[src/rtl/lcd_pkg.sv]
// Shared types and default timing for the HD44780-style LCD bus bridge.
// No logic here, so there is no latency.
// No flow control here; the constants only size the bridge's timers.
package lcd_pkg;

  typedef enum logic [2:0] {
    ST_IDLE,
    ST_SETUP,
    ST_PULSE,
    ST_HOLD,
    ST_RECOVER
  } lcd_state_t;

  // Defaults sized for a 50 MHz clock.
  localparam int DEF_SETUP_CYCLES   = 3;
  localparam int DEF_PULSE_CYCLES   = 12;
  localparam int DEF_HOLD_CYCLES    = 2;
  localparam int DEF_RECOVER_CYCLES = 8;
  localparam int DEF_POLL_LIMIT     = 4096;

  // Busy flag position on the panel data bus.
  localparam int BF_BIT = 7;

  function automatic int max4(input int a, input int b, input int c, input int d);
    int m;
    m = a;
    if (b > m) m = b;
    if (c > m) m = c;
    if (d > m) m = d;
    return m;
  endfunction

endpackage

[src/rtl/lcd_phase_timer.sv]
// Phase timer: counts a loaded zero-based value down and flags the last cycle.
// done is high in the load_val+1'th cycle after load; load has priority.
// No backpressure; the owner reloads it at every phase change.
module lcd_phase_timer #(
  parameter int W = 4
) (
  input  logic         clk,
  input  logic         rst,
  input  logic         load,
  input  logic [W-1:0] load_val,
  output logic         done
);

  logic [W-1:0] cnt;
  logic         active;

  // Down-count from the loaded value and go quiet after the final cycle.
  always_ff @(posedge clk or negedge rst) begin
    if (!rst) begin
      cnt    <= '0;
      active <= 1'b0;
    end else if (load) begin
      cnt    <= load_val;
      active <= 1'b1;
    end else if (active) begin
      if (cnt == '0) active <= 1'b0;
      else           cnt    <= cnt - 1'b1;
    end
  end

  assign done = active && (cnt == '0);

endmodule

[src/rtl/lcd_bus_bridge.sv]
// Turns single-beat register requests into timed LCD bus cycles and polls BF after writes.
// Accept to E rise is SETUP_CYCLES+1 clocks; a bare write frees the port after 1+S+P+H+R clocks.
// reqReady is high only in IDLE; requests seen elsewhere are ignored until reqReady returns.
module lcd_bus_bridge
  import lcd_pkg::*;
#(
  parameter int SETUP_CYCLES   = DEF_SETUP_CYCLES,
  parameter int PULSE_CYCLES   = DEF_PULSE_CYCLES,
  parameter int HOLD_CYCLES    = DEF_HOLD_CYCLES,
  parameter int RECOVER_CYCLES = DEF_RECOVER_CYCLES,
  parameter int POLL_BUSY      = 1,
  parameter int POLL_LIMIT     = DEF_POLL_LIMIT
) (
  input  logic       clk,
  input  logic       rst,
  input  logic       reqValid,
  output logic       reqReady,
  input  logic       reqRS,
  input  logic       reqRW,
  input  logic [7:0] reqData,
  output logic       rspValid,
  output logic [7:0] rspData,
  output logic       busy,
  output logic       timeout,
  output logic       lcdRS,
  output logic       lcdRW,
  output logic       lcdE,
  output logic [7:0] lcdDataOut,
  output logic       lcdDataOe,
  input  logic [7:0] lcdDataIn
);

  localparam int TW = $clog2(max4(SETUP_CYCLES, PULSE_CYCLES, HOLD_CYCLES, RECOVER_CYCLES) + 1);
  localparam int PW = $clog2(POLL_LIMIT + 1);

  lcd_state_t    state;
  logic          start;     // one-clock gap between acceptance and the first SETUP cycle
  logic          polling;   // current bus cycle is an internal BF read
  logic          is_write;  // the user request of this transaction was a write
  logic          bf;        // busy flag captured by the latest poll
  logic [PW-1:0] poll_cnt;

  logic          tmr_load;
  logic [TW-1:0] tmr_val;
  logic          tmr_done;

  lcd_phase_timer #(.W(TW)) u_timer (
    .clk      (clk),
    .rst      (rst),
    .load     (tmr_load),
    .load_val (tmr_val),
    .done     (tmr_done)
  );

  // Reload the timer with the length of whichever phase starts on the next edge.
  always_comb begin
    tmr_load = 1'b0;
    tmr_val  = '0;
    case (state)
      ST_IDLE: if (start) begin
        tmr_load = 1'b1;
        tmr_val  = TW'(SETUP_CYCLES - 1);
      end
      ST_SETUP: if (tmr_done) begin
        tmr_load = 1'b1;
        tmr_val  = TW'(PULSE_CYCLES - 1);
      end
      ST_PULSE: if (tmr_done) begin
        tmr_load = 1'b1;
        tmr_val  = TW'(HOLD_CYCLES - 1);
      end
      ST_HOLD: if (tmr_done) begin
        tmr_load = 1'b1;
        tmr_val  = TW'(RECOVER_CYCLES - 1);
      end
      // Harmless when returning to IDLE; needed when a poll cycle follows.
      ST_RECOVER: if (tmr_done) begin
        tmr_load = 1'b1;
        tmr_val  = TW'(SETUP_CYCLES - 1);
      end
      default: ;
    endcase
  end

  // Bus-cycle sequencer; every pin and status output is a register of this block.
  always_ff @(posedge clk or negedge rst) begin
    if (!rst) begin
      state      <= ST_IDLE;
      start      <= 1'b0;
      polling    <= 1'b0;
      is_write   <= 1'b0;
      bf         <= 1'b0;
      poll_cnt   <= '0;
      reqReady   <= 1'b0;
      rspValid   <= 1'b0;
      rspData    <= '0;
      busy       <= 1'b0;
      timeout    <= 1'b0;
      lcdE       <= 1'b0;
      lcdRS      <= 1'b0;
      lcdRW      <= 1'b1;
      lcdDataOut <= '0;
      lcdDataOe  <= 1'b0;
    end else begin
      rspValid <= 1'b0;
      case (state)
        ST_IDLE: begin
          if (start) begin
            start     <= 1'b0;
            state     <= ST_SETUP;
            lcdDataOe <= !lcdRW;
          end else if (reqValid && reqReady) begin
            start      <= 1'b1;
            reqReady   <= 1'b0;
            busy       <= 1'b1;
            lcdRS      <= reqRS;
            lcdRW      <= reqRW;
            lcdDataOut <= reqData;
            is_write   <= !reqRW;
            polling    <= 1'b0;
            poll_cnt   <= '0;
          end else begin
            reqReady <= 1'b1;
          end
        end
        ST_SETUP: if (tmr_done) begin
          state <= ST_PULSE;
          lcdE  <= 1'b1;
        end
        // E falls here, so this is the edge that samples read data.
        ST_PULSE: if (tmr_done) begin
          state <= ST_HOLD;
          lcdE  <= 1'b0;
          if (lcdRW) begin
            if (polling) begin
              bf <= lcdDataIn[BF_BIT];
            end else begin
              rspData  <= lcdDataIn;
              rspValid <= 1'b1;
            end
          end
        end
        ST_HOLD: if (tmr_done) begin
          state     <= ST_RECOVER;
          lcdRW     <= 1'b1;
          lcdDataOe <= 1'b0;
        end
        ST_RECOVER: if (tmr_done) begin
          if ((!polling && is_write && (POLL_BUSY != 0)) ||
              (polling && bf && (poll_cnt < PW'(POLL_LIMIT)))) begin
            state     <= ST_SETUP;
            polling   <= 1'b1;
            poll_cnt  <= poll_cnt + 1'b1;
            lcdRS     <= 1'b0;
            lcdRW     <= 1'b1;
            lcdDataOe <= 1'b0;
          end else begin
            if (polling && bf) timeout <= 1'b1;
            state    <= ST_IDLE;
            polling  <= 1'b0;
            reqReady <= 1'b1;
            busy     <= 1'b0;
          end
        end
        default: state <= ST_IDLE;
      endcase
    end
  end

endmodule

[config.mk]
export PLATFORM = sky130hd
export DESIGN_NAME = lcd_bus_bridge
export DESIGN_NICKNAME = d
export VERILOG_FILES = /design/src/rtl/lcd_pkg.sv /design/src/rtl/lcd_phase_timer.sv /design/src/rtl/lcd_bus_bridge.sv
export SDC_FILE = /design/constraint.sdc
export NUM_CORES = 1
export LEC_CHECK = 0
export CORE_ASPECT_RATIO = 1.2
export CORE_MARGIN = 4
export CORE_UTILIZATION = 50
export CTS_CLUSTER_DIAMETER = 120
export DETAILED_ROUTE_END_ITERATION = 7
export PLACE_DENSITY = 0.84
export SLEW_MARGIN = 5
export SYNTH_ARGS = -nofsm -noshare
export SYNTH_HDL_FRONTEND = slang
export SYNTH_SLANG_ARGS = --single-unit
[constraint.sdc]
create_clock -name clk -period 4.84 [get_ports clk]
set_input_delay 0.726 -clock clk [delete_from_list [all_inputs] [get_ports clk]]
set_output_delay 0.726 -clock clk [all_outputs]
set_load 0.01 [all_outputs]
==> run summary, run 1 <==
final worst path period share = 0.563
height of the chip = 85.7 µm
min cycle time layout = 2.72 ns
Netlist Area Pre-Place = 2510 µm²
fraction of the yosys area taken by sequential cells = 0.488
starting utilization of the core area = 0.513
number of distinct library cell variants in the gate-level netlist after synthesis = 53
H-tree levels = 2
remaining global-route overflow = 0
Crit path required time = 5.06 ns
Global Route Usage Sum = 0.176
ratio of cells with drive above 1 in the final layout = 0.107
DP Wirelength = 3720 µm
Arrival @ worst endpoint = 2.95 ns
Total Neg Setup Slack = 0 ns
via/cell ratio = 5.60
reg-to-reg startpoint = u_timer.cnt[0]
Buffers on Ports = 44
number of diodes added for antenna fixing = 0
dominant register cell in the synthesized netlist = sky130_fd_sc_hd__dfrtp_1
Total Routed Length = 5250 µm
max-slew violation total from the final report = 0
number of flops mapped to enable cells by yosys = 0
wire length of the first global-routing pass = 8790 µm
number of vias in the routed layout = 1964
die footprint = 6230 µm²
Worst Setup Path Type = flip-flop to flip-flop
Final Worst Setup Slack = 2.12 ns
maximum count of clock buffers along a single path = 2
kind of capture point of the worst setup path = flip-flop
filler cell count in the final layout = 415
Clock Sink Count = 49
maximum number of pins on one net before global-route repair = 50
DRC violations left = 0
global placer's final weighted congestion = 0.823
synthesized net count = 277
Hold Crit Start = timeout
Gates resized, CTS repair = 0
TritonCTS buffer count = 5
setup violators final = 0
Post CTS Setup Buffer Count = 0
synthesis-stage register bit count = 49
number of warning messages in the yosys log = 0
maximum achievable frequency = 367 MHz
number of DRC violations after detailed-routing iteration 0 = 96
worst slack, placed = 1.89 ns
TritonRoute pass-1 iters = 4
clock input transition at the sequential cells of the worst setup and hold paths = 0.09 ns
NumNets Final = 314
layout overhead on the synthesized area = 23.1%
biggest fanout along the worst timing path = 11
final routed wire length divided by cell count = 15.0 µm
leak pwr = 0.00136 µW
Hold-fix buffers, CTS = 0
run status = complete, no violations
actual transition at the worst max-transition pin = 1.12 ns
buffer type at the clock tree root = sky130_fd_sc_hd__clkbuf_8
Hold Vio Cnt, Final = 0
clock insertion delay at the later pin of the skew report = 0.30 ns
class of the tightest hold or removal check = flip-flop to flip-flop
Antenna Violating Nets Remaining = 0
floorplan row count = 28
Crit. Startpoint = u_timer.cnt[0]
Max rail drop VDD = 314 µV
mean post-synth cell area = 9.94 µm²
Max Cap Violations = 0
summed area of non-filler cells in the final layout = 3100 µm²
Critical Path Source Type = flip-flop
io pins = 45
Clock Skews = 0.00873 ns
RSZ-0062 raised after global routing = no
clock tree from TritonCTS = yes
DP Area = 2960 µm²
antenna violations before repair = 0
number of global-route vias before repair = 1871
FFs w/ async S/R, synth = 1.00
Slew HR = 0.254
area inside the core boundary = 4900 µm²
power per cell area = 547 nW/µm²
cells after synthesis = 253
Die X = 72.7 µm
## flip-flops by register name, indices dropped and copies added, names as in the netlist, 3 cells and up
register     count
poll_cnt        13
rspData          8
u_timer.cnt      4
lcdDataOut       8
state            3
## path summary, 6_finish.rpt
| kind | depth (start not counted) | to | slack, ns |
|---|---|---|---|
| max | 7 | poll_cnt[9] | 2.12 |
| max in group asynchronous | 1 | poll_cnt[5] | 3.58 |
| min | 1 | timeout | 0.48 |
| min reg2reg | 1 | timeout | 0.48 |
| max reg2reg | 7 | poll_cnt[9] | 2.12 |
| min in group asynchronous | 1 | rspData[3] | 0.61 |
## cells in the final DEF (no fill, tap or decap), types with 2 or more instances in the layout
cell                              Yosys  layout
sky130_fd_sc_hd__nor2_1              10      10
sky130_fd_sc_hd__or3b_2               2       2
sky130_fd_sc_hd__nand2_1             51      51
sky130_fd_sc_hd__o31ai_1              3       3
sky130_fd_sc_hd__a211o_1              2       2
sky130_fd_sc_hd__dfrtp_1             48      48
sky130_fd_sc_hd__or3_1                2       2
sky130_fd_sc_hd__o211ai_1             2       2
sky130_fd_sc_hd__nand2b_1             8       8
sky130_fd_sc_hd__a21boi_0             2       2
sky130_fd_sc_hd__a211oi_1             2       2
sky130_fd_sc_hd__or2_2                4       4
sky130_fd_sc_hd__bufinv_16            0       2
sky130_fd_sc_hd__a21oi_1             10      10
sky130_fd_sc_hd__clkbuf_8             0       5
sky130_fd_sc_hd__o21ai_0             11      11
sky130_fd_sc_hd__nand4_1              3       3
sky130_fd_sc_hd__clkdlybuf4s50_1      0      43
sky130_fd_sc_hd__inv_1               10      10
sky130_fd_sc_hd__ha_1                 3       3
sky130_fd_sc_hd__a2111oi_0            5       5
sky130_fd_sc_hd__mux2_4               8       8
sky130_fd_sc_hd__nand3_1              9       9
sky130_fd_sc_hd__or4_1                2       2
sky130_fd_sc_hd__nor3_1               4       4
sky130_fd_sc_hd__mux2i_1              9       9
sky130_fd_sc_hd__o32ai_1              2       2
sky130_fd_sc_hd__and3b_1              2       2
## area by class of cell
type                            count  area [µm²]  area share
Sequential cell                    49        1230       0.396
Multi-Input combinational cell    179        1180       0.380
Timing Repair Buffer               45         443       0.143
Tap cell                           60        75.1      0.0242
Clock buffer                        5        68.8      0.0222
Clock inverter                      3        68.8      0.0222
Inverter                           10        37.5      0.0121
## stage by stage
stage | hold slack [ns] | util | power [µW] | std cells
global route | 0.503 | 0.631 | 1810 | 351
global placement | 0.459 | 0.603 | 1330 | 343
CTS | 0.480 | 0.631 | 1710 | 351
detailed placement | 0.459 | 0.603 | 1360 | 343
floorplan | 0.430 | - | 1090 | 253
finish | 0.479 | 0.631 | 1690 | 351
## metal layers
metal,vias up,GRT usage,part of all wire
met2,28,0.309,0.53
li1,973,-,-
met5,-,0,0
met1,959,0.223,0.43
met3,4,0.0305,0.025
met4,0,0.0419,0.0082
## synth_stat cells (3+ instances only)
library cell / instances / area, µm²
sky130_fd_sc_hd__nand2_1: 51 / 191
sky130_fd_sc_hd__dfrtp_1: 48 / 1200
sky130_fd_sc_hd__o21ai_0: 11 / 55.1
sky130_fd_sc_hd__a21oi_1: 10 / 50.1
sky130_fd_sc_hd__inv_1: 10 / 37.5
sky130_fd_sc_hd__nor2_1: 10 / 37.5
sky130_fd_sc_hd__clkbuf_1: 9 / 33.8
sky130_fd_sc_hd__mux2i_1: 9 / 90.1
sky130_fd_sc_hd__nand3_1: 9 / 45.0
sky130_fd_sc_hd__mux2_4: 8 / 120
sky130_fd_sc_hd__nand2b_1: 8 / 50.1
sky130_fd_sc_hd__a2111oi_0: 5 / 43.8
sky130_fd_sc_hd__nor3_1: 4 / 20.0
sky130_fd_sc_hd__or2_2: 4 / 25.0
sky130_fd_sc_hd__ha_1: 3 / 37.5
sky130_fd_sc_hd__nand4_1: 3 / 18.8
sky130_fd_sc_hd__o31ai_1: 3 / 22.5
## critical path, cell delays in order, from the launching register on
cell	delay [ns]
sky130_fd_sc_hd__dfrtp_1	0.40
sky130_fd_sc_hd__inv_1	0.10
sky130_fd_sc_hd__ha_1	0.20
sky130_fd_sc_hd__and4bb_1	0.47
sky130_fd_sc_hd__o211ai_1	0.38
sky130_fd_sc_hd__buf_4	0.30
sky130_fd_sc_hd__a2111oi_0	0.54
sky130_fd_sc_hd__mux2i_1	0.25
## cell families after synthesis
logic type      share of synthesized area
simple gates                        0.221
compound gates                      0.140
flops                               0.488
buf+inv                            0.0443
mux                                0.0881
fa+ha+maj                          0.0149
xor+xnor                          0.00348
## report_power, final
group          internal [µW]  total (µW)  switching, µW
clock                    208         349            141
combinational            346         647            301
sequential               556         698            142
No activity file was read; power rests on OpenSTA's default activity.
==> run 2, diff against run 1 <==
--- a/config.mk
+++ b/config.mk
@@ -7,10 +7,10 @@
 export LEC_CHECK = 0
 export CORE_ASPECT_RATIO = 1.2
 export CORE_MARGIN = 4
-export CORE_UTILIZATION = 50
+export CORE_UTILIZATION = 47
 export CTS_CLUSTER_DIAMETER = 120
 export DETAILED_ROUTE_END_ITERATION = 7
-export PLACE_DENSITY = 0.84
+export PLACE_DENSITY = 0.83
 export SLEW_MARGIN = 5
 export SYNTH_ARGS = -nofsm -noshare
 export SYNTH_HDL_FRONTEND = slang
==> constraint.sdc (replaced) <==
create_clock -name clk -period 2.4 [get_ports clk]
set_input_delay 0.36 -clock clk [delete_from_list [all_inputs] [get_ports clk]]
set_output_delay 0.36 -clock clk [all_outputs]
set_load 0.01 [all_outputs]
==> run summary, run 2 (same netlist as run 1, synthesis figures left out) <==
Final Worst Setup Slack = 0.152 ns (-1.96 ns)
portion of total power attributed to the clock network = 0.177 (-0.029)
TritonCTS buffer count = 5 (unchanged)
leak pwr = 0.00140 µW (+3.1%)
max-slew violation total from the final report = 0 (unchanged)
DP Area = 3040 µm² (+2.8%)
Crit path required time = 2.60 ns (-2.46 ns)
Total Routed Length = 5610 µm (+6.9%)
antenna violations before repair = 0 (unchanged)
summed area of non-filler cells in the final layout = 3160 µm² (+2.0%)
kind of capture point of the worst setup path = flip-flop
final worst path period share = 0.936 (+0.374)
number of diodes added for antenna fixing = 0 (unchanged)
Worst Setup Path Type = flip-flop to flip-flop
number of vias in the routed layout = 2049 (+4.3%)
NumNets Final = 325 (+3.5%)
DRC violations left = 0 (unchanged)
Critical Path Source Type = flip-flop
global placer's final weighted congestion = 0.888 (+7.9%)
TritonRoute pass-1 iters = 4 (unchanged)
layout overhead on the synthesized area = 25.6%
min cycle time layout = 2.25 ns (-0.475 ns)
Die X = 74.8 µm (+2.8%)
die footprint = 6590 µm² (+5.7%)
maximum number of pins on one net before global-route repair = 27 (-46%)
Slew HR = 0.613 (+0.359)
reg-to-reg startpoint = u_timer.cnt[0]
floorplan row count = 28 (unchanged)
maximum achievable frequency = 445 MHz (+21%)
Total Neg Setup Slack = 0 ns (unchanged)
Max Cap Violations = 0 (unchanged)
Max rail drop VDD = 575 µV (+83%)
CP peak stage delay = 0.65 ns (+0.11 ns)
H-tree levels = 2 (unchanged)
reg2reg path depth = 6 (-1)
final routed wire length divided by cell count = 15.5 µm (+3.7%)
starting utilization of the core area = 0.499 (-0.0142)
actual transition at the worst max-transition pin = 0.581 ns (-0.536 ns)
clock insertion delay at the later pin of the skew report = 0.31 ns (about the same)
Internal Pwr Total = 2180 µW (+96%)
power per cell area = 1070 nW/µm² (+96%)
maximum count of clock buffers along a single path = 2 (unchanged)
number of flip-flops in the largest register = 13 (unchanged)
fraction of power consumed by sequential logic = 0.410 (-0.002)
setup violators final = 0 (unchanged)
filler cell count in the final layout = 438 (+5.5%)
endpoint of the lowest-slack register-to-register path = rspData[0]
register-to-register setup slack = 0.15 ns (-1.96 ns)
number of global-route vias before repair = 2046 (+9.4%)
Arrival @ worst endpoint = 2.45 ns (-0.50 ns)
class of the tightest hold or removal check = primary input to asynchronous set/reset pin
Power Total = 3390 µW (+100%)
worst path cell trace = inv_1 > ha_1 > and4bb_1 > nand3_4 > or4b_4 > mux2_4
Hold-fix buffers, CTS = 0 (unchanged)
run status = complete, no violations
RSZ-0062 raised after global routing = no
ratio of cells with drive above 1 in the final layout = 0.139 (+0.0325)
area inside the core boundary = 5040 µm² (+2.9%)
Hold Vio Cnt, Final = 0 (unchanged)
switch share = 0.358 (+0.0126)
share of the core filled with cells = 0.626 (-0.00514)
Critical-path top delay cell = sky130_fd_sc_hd__or4b_4
clock input transition at the sequential cells of the worst setup and hold paths = 0.09 ns (about the same)
clock tree from TritonCTS = yes
Buffers on Ports = 44 (unchanged)
io pins = 45 (unchanged)
top library cells by usage in the layout, fill and taps aside = 51 x sky130_fd_sc_hd__nand2_1, 48 x sky130_fd_sc_hd__dfrtp_1, 43 x sky130_fd_sc_hd__clkdlybuf4s50_1
biggest fanout along the worst timing path = 9 (-2)
combinational share of power = 0.413 (+0.031)
Clock Skews = 0.00584 ns (-0.00290 ns)
registers with the most flip-flops = poll_cnt (13), lcdDataOut (8), rspData (8)
Clock Sink Count = 49 (unchanged)
most frequent standard cell in the layout excluding fill and tap cells = sky130_fd_sc_hd__nand2_1
via/cell ratio = 5.66 (+1.2%)
height of the chip = 88.1 µm (+2.8%)
DP Wirelength = 4090 µm (+9.9%)
wire length of the first global-routing pass = 9370 µm (+6.6%)
buffer type at the clock tree root = sky130_fd_sc_hd__clkbuf_8
Net Sw Power = 1210 µW (+110%)
register name with the most flops = poll_cnt
Antenna Violating Nets Remaining = 0 (unchanged)
remaining global-route overflow = 0 (unchanged)
worst slack, placed = 0.159 ns (-1.73 ns)
number of DRC violations after detailed-routing iteration 0 = 137 (+43%)
Global Route Usage Sum = 0.182 (+0.00645)
run 2: cell type report:
class / count / area [µm²] / share of cell area
clock inverter: 3 / 43.8 / 0.0139
multi-input combinational: 179 / 1180 / 0.374
tap: 60 / 75.1 / 0.0238
inverter: 10 / 37.5 / 0.0119
timing repair buffer: 56 / 526 / 0.166
sequential: 49 / 1230 / 0.389
clock buffer: 5 / 68.8 / 0.0218
run 2: how the worst max path moves through the flow:
| stage | from | to | slack, ns | cells past startpoint |
|---|---|---|---|---|
| finish | u_timer.cnt[0] | rspData[0] | 0.15 | 6 |
| global placement | u_timer.cnt[0] | rspData[4] | 0.22 | 6 |
| global route | u_timer.cnt[0] | poll_cnt[10] | 0.03 | 7 |
| floorplan | u_timer.cnt[0] | rspData[0] | 0.28 | 8 |
| detailed placement | u_timer.cnt[0] | rspData[5] | 0.16 | 6 |
| CTS | u_timer.cnt[0] | rspData[0] | 0.16 | 6 |
run 2: routing by layer:
| layer | vias to the layer above | track usage | share of wire |
|---|---|---|---|
| met2 | 56 | 0.315 | 0.50 |
| li1 | 995 | - | - |
| met1 | 987 | 0.222 | 0.44 |
| met3 | 11 | 0.0425 | 0.044 |
| met5 | - | 0 | 0 |
| met4 | 0 | 0.0599 | 0.018 |
run 2: power groups by stage:
stage	logic, µW	clock network (µW)	registers, µW
after floorplan	818	0	1390
after global placement	1350	0	1380
after detailed placement	1410	0	1400
after CTS	1410	617	1380
after global routing	1550	647	1430
final	1400	601	1390
run 2: metrics by stage:
| step | hold slack, ns | std cells |
|---|---|---|
| final | 0.0415 | 362 |
| after global routing | 0.0833 | 362 |
| after CTS | 0.0491 | 362 |
| after detailed placement | 0.390 | 354 |
| after global placement | 0.381 | 354 |
| after floorplan | 0.0644 | 253 |
run 2: worst max-delay path: cells and delay by family, from the launching register on:
family,cells,cell delay (ns)
AND/OR/NAND/NOR,3,1.12
buffers and inverters,1,0.10
multiplexers,1,0.34
flip-flops,1,0.39
adder cells (fa/ha/maj),1,0.19
run 2: what timing repair did:
action | CTS | global route
setup buffers | 0 | 0
endpoints found under the setup margin | 0 | 4
resized for setup | 0 | 4
==> run 3, diff against run 2 <==
--- a/config.mk
+++ b/config.mk
@@ -11,7 +11,6 @@
 export CTS_CLUSTER_DIAMETER = 120
 export DETAILED_ROUTE_END_ITERATION = 7
 export PLACE_DENSITY = 0.83
-export SLEW_MARGIN = 5
 export SYNTH_ARGS = -nofsm -noshare
 export SYNTH_HDL_FRONTEND = slang
 export SYNTH_SLANG_ARGS = --single-unit
==> results of run 3 <==
Same layout as run 2: the final DEF is identical, and so are final timing and power.
